`src/rtl/ev22_wb_pkg.sv`:
```
// EV22 writeback queue shared types.
// Request record and the destination classification helper.
package ev22_wb_pkg;

  localparam int WB_W_REG_IDX = 34;
  localparam int WB_NULL_IDX  = 35;

  // Widest word/select any instance may use.
  localparam int WB_MAX_DATA_W = 64;
  localparam int WB_MAX_SEL_W  = 16;

  typedef struct packed {
    logic [WB_MAX_SEL_W-1:0]  sel;
    logic [WB_MAX_DATA_W-1:0] data;
  } wb_req_t;

  typedef struct packed {
    logic    drop;
    wb_req_t req;
  } wb_cls_t;

  // Memory reads win over the null/store drop rule.
  function automatic wb_cls_t wb_classify(
    input logic                     mem_read,
    input logic                     mem_write,
    input logic [WB_MAX_SEL_W-1:0]  alu_sel,
    input logic [WB_MAX_DATA_W-1:0] alu_data,
    input logic [WB_MAX_DATA_W-1:0] mem_data,
    input logic [WB_MAX_SEL_W-1:0]  w_reg,
    input logic [WB_MAX_SEL_W-1:0]  null_idx
  );
    wb_cls_t c;
    c.drop     = 1'b0;
    c.req.sel  = alu_sel;
    c.req.data = alu_data;
    priority case (1'b1)
      mem_read: begin
        c.req.sel  = w_reg;
        c.req.data = mem_data;
      end
      mem_write,
      (alu_sel == null_idx): c.drop = 1'b1;
      default: ;
    endcase
    return c;
  endfunction

endpackage

```
`src/rtl/writeback_queue_fifo.sv`:
```
// Generic FIFO with counted occupancy.
// Storage and read pointer are exposed for the forwarding scan.
module wb_fifo #(
  parameter int W     = 22,
  parameter int DEPTH = 4,
  localparam int PTR_W = $clog2(DEPTH),
  localparam int CNT_W = PTR_W + 1
) (
  input  logic                      clk,
  input  logic                      rst,
  input  logic                      push,
  input  logic                      pop,
  input  logic [W-1:0]              wdata,
  output logic [W-1:0]              head,
  output logic [CNT_W-1:0]          count,
  output logic [PTR_W-1:0]          rd_ptr,
  output logic [DEPTH-1:0][W-1:0]   store
);

  logic [PTR_W-1:0] wr_ptr;

  assign head = store[rd_ptr];

  // Storage, pointers and occupancy; reset clears everything.
  always_ff @(posedge clk) begin
    if (rst) begin
      store  <= '0;
      rd_ptr <= '0;
      wr_ptr <= '0;
      count  <= '0;
    end else begin
      if (push) begin
        store[wr_ptr] <= wdata;
        wr_ptr        <= wr_ptr + PTR_W'(1);
      end
      if (pop) begin
        rd_ptr <= rd_ptr + PTR_W'(1);
      end
      unique case ({push, pop})
        2'b10:   count <= count + CNT_W'(1);
        2'b01:   count <= count - CNT_W'(1);
        default: ;
      endcase
    end
  end

endmodule

```
`src/rtl/writeback_queue.sv`:
```
// EV22 register writeback queue.
// Classifies requests, queues survivors, forwards youngest value.
module writeback_queue
  import ev22_wb_pkg::*;
#(
  parameter int DATA_W    = 16,
  parameter int SEL_W     = 6,
  parameter int W_REG_IDX = WB_W_REG_IDX,
  parameter int NULL_IDX  = WB_NULL_IDX,
  parameter int DEPTH     = 4
) (
  input  logic                     clk,
  input  logic                     rst,
  input  logic                     in_valid,
  output logic                     in_ready,
  input  logic [DATA_W-1:0]        alu_data,
  input  logic [SEL_W-1:0]         alu_sel,
  input  logic [DATA_W-1:0]        mem_data,
  input  logic                     mem_read,
  input  logic                     mem_write,
  output logic                     out_valid,
  input  logic                     out_ready,
  output logic [DATA_W-1:0]        out_data,
  output logic [SEL_W-1:0]         out_sel,
  input  logic [SEL_W-1:0]         fwd_sel,
  output logic                     fwd_hit,
  output logic [DATA_W-1:0]        fwd_data,
  output logic [$clog2(DEPTH):0]   count,
  output logic [15:0]              drop_cnt
);

  localparam int PTR_W = $clog2(DEPTH);
  localparam int CNT_W = PTR_W + 1;
  localparam int W     = SEL_W + DATA_W;

  logic [WB_MAX_SEL_W-1:0]  sel_ext;
  logic [WB_MAX_DATA_W-1:0] alu_ext;
  logic [WB_MAX_DATA_W-1:0] mem_ext;
  wb_cls_t                  cls;
  logic                     unused_cls;

  logic                     accept;
  logic                     push;
  logic                     pop;
  logic [W-1:0]             wdata;
  logic [W-1:0]             head;
  logic [PTR_W-1:0]         rd_ptr;
  logic [DEPTH-1:0][W-1:0]  store;
  logic [PTR_W-1:0]         idx;

  // Widen the request to package width and classify it.
  always_comb begin
    sel_ext = '0;
    alu_ext = '0;
    mem_ext = '0;
    sel_ext[SEL_W-1:0]  = alu_sel;
    alu_ext[DATA_W-1:0] = alu_data;
    mem_ext[DATA_W-1:0] = mem_data;
    cls = wb_classify(mem_read, mem_write, sel_ext,
                      alu_ext, mem_ext,
                      WB_MAX_SEL_W'(W_REG_IDX),
                      WB_MAX_SEL_W'(NULL_IDX));
  end

  assign unused_cls = ^cls;
  assign wdata      = {cls.req.sel[SEL_W-1:0],
                       cls.req.data[DATA_W-1:0]};

  assign out_valid = (count != '0);
  assign pop       = out_valid & out_ready;
  assign in_ready  = rst | (count < CNT_W'(DEPTH)) | out_ready;
  assign accept    = in_valid & in_ready;
  assign push      = accept & ~cls.drop;

  assign out_sel  = head[W-1:DATA_W];
  assign out_data = head[DATA_W-1:0];

  wb_fifo #(
    .W     (W),
    .DEPTH (DEPTH)
  ) u_fifo (
    .clk    (clk),
    .rst    (rst),
    .push   (push),
    .pop    (pop),
    .wdata  (wdata),
    .head   (head),
    .count  (count),
    .rd_ptr (rd_ptr),
    .store  (store)
  );

  // Scan oldest to youngest so the last match is the youngest.
  always_comb begin
    fwd_hit  = 1'b0;
    fwd_data = '0;
    idx      = '0;
    for (int i = 0; i < DEPTH; i++) begin
      idx = rd_ptr + PTR_W'(i);
      if ((CNT_W'(i) < count) &&
          (store[idx][W-1:DATA_W] == fwd_sel)) begin
        fwd_hit  = 1'b1;
        fwd_data = store[idx][DATA_W-1:0];
      end
    end
    if (fwd_sel == SEL_W'(NULL_IDX)) begin
      fwd_hit  = 1'b0;
      fwd_data = '0;
    end
  end

  // Saturating count of accepted-but-dropped requests.
  always_ff @(posedge clk) begin
    if (rst) begin
      drop_cnt <= '0;
    end else if (accept && cls.drop && drop_cnt != 16'hFFFF) begin
      drop_cnt <= drop_cnt + 16'd1;
    end
  end

endmodule

```
`config.mk`:
```
export PLATFORM = sky130hd
export DESIGN_NAME = writeback_queue
export DESIGN_NICKNAME = d
export VERILOG_FILES = /design/src/rtl/ev22_wb_pkg.sv /design/src/rtl/writeback_queue_fifo.sv /design/src/rtl/writeback_queue.sv
export SDC_FILE = /design/constraint.sdc
export NUM_CORES = 1
export LEC_CHECK = 0
export BUFFER_PORTS_ARGS = -buffer_cell sky130_fd_sc_hd__buf_2
export CAP_MARGIN = 10
export CORE_ASPECT_RATIO = 0.75
export CORE_MARGIN = 2
export CORE_UTILIZATION = 45
export DETAILED_ROUTE_END_ITERATION = 12
export GPL_TIMING_DRIVEN = 1
export MAX_ROUTING_LAYER = met4
export PLACE_DENSITY_LB_ADDON = 0.1
export SYNTH_ARGS = -nofsm -noshare
export SYNTH_HDL_FRONTEND = slang
export SYNTH_SLANG_ARGS = --single-unit
```
`constraint.sdc`:
```
create_clock -name clk -period 3.1 [get_ports clk]
set_input_delay 0.465 -clock clk [delete_from_list [all_inputs] [get_ports clk]]
set_output_delay 0.465 -clock clk [all_outputs]
set_load 0.02 [all_outputs]
```
Word-level counts from Yosys, hierarchy flattened
Cells that the tools add are included.
- bits in registers: 111
- input bits: 50
- output and inout port bits: 60
- word-level logic and storage cells: 76
- add/subtract/negate cells: 7
- $lt $le $gt $ge: 11
- eq/ne operators: 9
- muxes and demuxes: 25
- bitwise gates (word level): 6
- reductions and logical operators: 10
- operator list (operator ; count):
    $bmux W22 S2 ; 4
    $mux W22 ; 5
    $bwmux W88 ; 1
    $mux W16 ; 5
    $mux W70 ; 1
    $demux W22 S2 ; 1
    $eq A6 B6 Y1 ; 4
    $add A16 B1 Y16 const B ; 1
    $ne A16 B16 Y1 const B ; 1
    $lt A2 B3 Y1 const B ; 5
    $eq A6 B6 Y1 const B ; 2
    $logic_and A1 B1 Y1 ; 7
    $mux W1 ; 7
    $lt A1 B3 Y1 const A ; 2
    $lt A2 B3 Y1 const A ; 2
    $pmux W3 S2 ; 1
    $add A2 B1 Y2 const B ; 2
    $add A2 B2 Y2 const B ; 2
    $add A3 B1 Y3 const B ; 1
    $and A1 B1 Y1 ; 3
    $lt A3 B3 Y1 const B ; 1
    $reduce_bool A3 Y1 ; 1
    $sub A3 B1 Y3 const B ; 1
    $eq A2 B1 Y1 const B ; 1
    6 further kinds ; 7

Depth between registers and ports, before layout
- depth after elaboration: 9
- gate-level depth with buffers: 11

By module
From an unflattened synthesis, not the netlist that was laid out.
- cell total of the unflattened synthesis: 865
- area, all modules: 8047.7 um2
- by module, submodules not included (module ; times used ; cells each ; area each (um2)):
    writeback_queue ; 1 ; 416 ; 4082.7
    wb_fifo ; 1 ; 449 ; 3965.1

Worst setup path after synthesis
Ideal clock, no wire load.
- kind: register to output
- start point: register u_fifo.rd_ptr[0]
- end point: output fwd_data[14]
- arrival time: 2.653 ns
- required time: 2.635 ns
- setup slack: -0.018 ns
- cell stages (with the launch flop): 10
- path buffers: 2
- cell sequence: dfxtp_1 > buf_6 > mux4_2 > xor2_1 > nor4_2 > nand4_1 > o21ba_1 > buf_6 > a221oi_1 > o32ai_1
- word-level cells in the longest chain between the ends: 9
- RTL lines (item ; line ; source):
    start, declared ; writeback_queue_fifo.sv:16 ; output logic [PTR_W-1:0] rd_ptr,
    start signal, assigned ; writeback_queue_fifo.sv:37 ; rd_ptr <= rd_ptr + PTR_W'(1);
    $bmux W22 S2 ; n/a ;
    $mux W22 ; n/a ;
    net out_sel[1] ; writeback_queue.sv:24 ; output logic [SEL_W-1:0] out_sel,
    $eq A6 B6 Y1 ; writeback_queue.sv:101 ; (store[idx][W-1:DATA_W] == fwd_sel)) begin
    $logic_and A1 B1 Y1 ; writeback_queue.sv:100 ; if ((CNT_W'(i) < count) &&
    $mux W16 (4 in a row) ; writeback_queue.sv:100 ;
    $mux W16 ; writeback_queue.sv:106 ; if (fwd_sel == SEL_W'(NULL_IDX)) begin
    end, declared ; writeback_queue.sv:27 ; output logic [DATA_W-1:0] fwd_data,
The timed path passes the listed nets, and every way through them passes these cells. The select of a mux whose other input is x is not followed.

Worst setup path after layout
- start point: register u_fifo.rd_ptr[0]
- end point: output fwd_data[8]
- word-level cells in the longest chain between the ends: 9
- RTL lines (item ; line):
    $add A2 B1 Y2 or $bmux W22 S2 (tied branches) ; writeback_queue.sv:99, writeback_queue.sv:101, writeback_queue.sv:103
    $bmux W22 S2 or $mux W22 (tied branches) ; writeback_queue.sv:101, writeback_queue.sv:103
    $mux W22 (implied by the code) or $eq A6 B6 Y1 (tied branches) ; writeback_queue.sv:103, writeback_queue.sv:101
    $eq A6 B6 Y1 or $logic_and A1 B1 Y1 (tied branches) ; writeback_queue.sv:101, writeback_queue.sv:100
    $logic_and A1 B1 Y1 or $mux W16 (tied branches) ; writeback_queue.sv:100
    $mux W16 (2 in a row) ; writeback_queue.sv:100
    $mux W16 * ; writeback_queue.sv:100
    $mux W16 * ; writeback_queue.sv:106
Mark *: on every way between the ends. The rest lies on a longest branch, timed or not. The select of a mux whose other input is x is not followed.

==> reports/metrics.yaml <==
outcome:
  run_status: "complete, but fails checks"
  violations_in_the_final_reports: "negative setup slack"
sta:
  fmax_mhz: 291
  clock_skew_ns: 0.00436
  hold_viol_final: 0
  worst_hold_margin_ns: 0.505
  timing.final.max_slew_violations: 0
  setup-violations-final: 17
  relSlewSlack_pct: 23.1
  grt_setup_unrepaired: "true"
  layout_worst_path_cycle_share_pct: 111
  max_slew.worst_pin.slew_ns: 1.15
  min_period_ns: 3.43
  timing.final.ws_setup_ns: -0.331
routing:
  drc: 0
  routedWlPerCell_microns: 18.3
  dr_total_vias: 6192
  post_route_antenna_net_violation_count: 0
  detail_route.wirelength_mm: 19.6
  routed_via_density: 5.80
  drt_pre_antenna_iters: 4
  drtIter0Drc: 359
flow_run:
  drv_cap: 0
global_routing:
  grt_overflow: 0
  grt_util_overall_pct: 24.3
  largest_net_degree_at_the_start_of_global_routing: 112
  grt_pass1_vias: 5945
  grt_antenna_before_repair: 0
  grt_first_pass_wirelength_mm: 31.9
synth:
  synth.yosys.warnings: 0
  synth_sequential_area_ratio_pct: 30.5
  postSynthCellCount: 771
  yosys_register_bits: 111
  syn-cell-area_sq_um: 7290
  syn_nets: 831
  yosys.cell_types.count: 49
  synth_area_per_cell_sq_um: 9.46
cts:
  tritoncts_clock_tree: "done"
  cts.clk_slew.worst_paths_ns: 0.07
  cts_inserted_buffers: 9
  cts.htree.levels: 3
  clock_path_buffers: 2
  cts_root_buf: "sky130_fd_sc_hd__clkbuf_16"
  clock_insertion_delay_worst_skew_ns: 0.36
  cts_sinks: 111
critical_path:
  worst-path-max-fanout: 8
  cp-end-kind: "output port"
  largest_stage_delay_on_the_critical_path_ns: 0.40
  critical_path_required_ns: 2.63
  crit_slowest_cell: "sky130_fd_sc_hd__dfxtp_4"
  critPathArrivalTime_ns: 2.97
  crit_path_cell_trace: "buf_4, buf_4, mux2i_1, xnor2_1, nor3b_2, o221ai_2, o21ba_4, buf_12, buf_4, a221oi_2, o32ai_2, buf_4"
  cp_common_cell: "sky130_fd_sc_hd__buf_4"
  timing.setup.critical_path_class: "reg -> out"
  worst_setup_path_start_kind: "flop"
finish:
  fillCellCount: 1427
  postLayoutCellArea_sq_um: 8620
  layout_common_cells: "sky130_fd_sc_hd__nor2_1 (145), sky130_fd_sc_hd__dfxtp_1 (109), sky130_fd_sc_hd__buf_2 (91)"
  final_common_cell: "sky130_fd_sc_hd__nor2_1"
  layout_overhead_on_the_synthesized_area_pct: 18.2
  antenna_cells: 0
  num-nets-final: 914
  final_non_filler_cell_total: 1068
  post_route_cells_drive_above_1_share_pct: 32.8
power:
  total_leakage_power_nw: 3.11
  power.ir.vdd_worst_uv: 312
  pwr_density_cell_nw_per_um2: 522
placed_design:
  number_of_instances_in_the_placed_design: 1046
  pre_cts_slack_ns: -0.0887
  place_area_sq_um: 8100
  portBuffers: 109
  hpwlAfterDp_mm: 13.6
  place.gp.congestion: 0.860
die:
  fp.coreArea_sq_um: 15900
  rows: 40
  floorplan.die.width_microns: 151
  boundaryPins: 110
  floorplan.initialDensity_pct: 45.8
  die_height_microns: 114
  dieArea_sq_um: 17200
hold_path:
  hold_class: "reg -> reg"
[critical path: cells and delay by family, from the launching register on]
kind            cells  cell delay [ns]
mux                 1             0.23
buf+inv             5             0.83
compound gates      4             0.83
simple gates        1             0.21
flops               1             0.40
xor+xnor            1             0.12
[registers in the layout, summed over array words and instances, names as in the netlist]
signal and cells:
u_fifo.count 3, u_fifo.rd_ptr 2, u_fifo.wr_ptr 2, u_fifo.store 88, drop_cnt 16
[logic make-up (layout without fill, tap and decap cells)]
kind of cell    count (synthesis)  in the layout  synth area share, %
fa+ha+maj                      10             10                 1.72
xor+xnor                       42             42                 5.05
compound gates                167            167                 18.0
buf+inv                        80            167                 5.53
flops                         111            111                 30.5
simple gates                  254            254                 15.1
mux                           107            107                 24.1
[Yosys cell counts, drive strengths merged]
master  number  area share [%]
nand2       53             2.8
o32ai       16             3.0
or3b         1            0.12
xnor2       32             3.8
nor4b        2            0.24
o21ai        3            0.21
a211oi      73             7.5
clkbuf      49             2.6
a21o         1            0.10
o221ai       1            0.21
ha          10             1.7
nor2       148             7.7
nor4         3            0.34
or3          4            0.34
a21oi       53             3.6
dfxtp      111              30
nor2b        4            0.34
mux2i       39             5.4
and4         1            0.12
mux2        16             2.5
nor3b        1            0.17
and2         8            0.69
a31oi        1           0.086
o31a         1            0.12
nor3        12            0.98
xor2        10             1.2
inv          5            0.26
nand3        7            0.48
and3         2            0.17
o21ba        1            0.14
buf         26             2.7
nand2b       1           0.086
a221oi      16             2.8
mux4        52              16
o31ai        1            0.29
nand4        7            0.60
[repair_timing]
item,4_1_cts,5_1_grt
gates resized for setup,35,9
buffers inserted,6,2
pin swaps,18,9
hold buffers,0,0
endpoints found under the hold margin,0,0
gates cloned,1,0
setup endpoints to repair,16,17
[worst paths after layout]
| kind | startpoint | to | slack (ns) | cells after the start |
|---|---|---|---|---|
| worst max-delay path | u_fifo.rd_ptr[0]$_SDFFE_PP0P_ | fwd_data[8] | -0.33 | 12 |
| worst min-delay path | u_fifo.store[38]$_SDFFE_PP0P_ | u_fifo.store[38]$_SDFFE_PP0P_ | 0.51 | 2 |
| worst max register to register | u_fifo.count[2]$_SDFFE_PP0P_ | u_fifo.store[28]$_SDFFE_PP0P_ | 0.73 | 6 |
| worst min register to register | u_fifo.store[38]$_SDFFE_PP0P_ | u_fifo.store[38]$_SDFFE_PP0P_ | 0.51 | 2 |
[power by group]
part           internal [mW]  switching (mW)
logic                  0.751           0.940
clock network          0.628           0.535
registers               1.52           0.125
[layout make-up]
| cell class | count | area (sq um) | share of cell area, % |
|---|---|---|---|
| clock buffers | 9 | 225 | 2.61 |
| flip-flops and latches | 111 | 2230 | 25.9 |
| clock inverters | 6 | 67.6 | 0.784 |
| repair buffers | 147 | 1000 | 11.6 |
| inverters | 5 | 18.8 | 0.218 |
| multi-input cells | 580 | 4810 | 55.8 |
| well taps | 210 | 263 | 3.05 |
[per-layer routing]
layer  part of all wire [%]  wire length, microns  vias up  GRT usage, %
met2                     46                  9020      165          37.1
met5                      0                     0        -             -
met4                   0.60                   117        0          4.36
met1                     46                  9100     2992          33.3
li1                       -                     -     3022             -
met3                    6.8                  1330       13          5.82
[per-stage QoR]
| step | power [mW] | setup TNS (ns) | util, % |
|---|---|---|---|
| 6_report | 4.50 | -3.89 | 54.2 |
| 2_1_floorplan | 2.96 | 0 | - |
| 3_5_place_dp | 3.33 | -0.260 | 50.9 |
| 4_1_cts | 4.53 | -4.92 | 53.8 |
| 5_1_grt | 4.76 | -6.66 | 54.2 |
| 3_3_place_gp | 3.28 | -0.00105 | 50.9 |
Note: power is estimated with default switching activity, not from simulation.
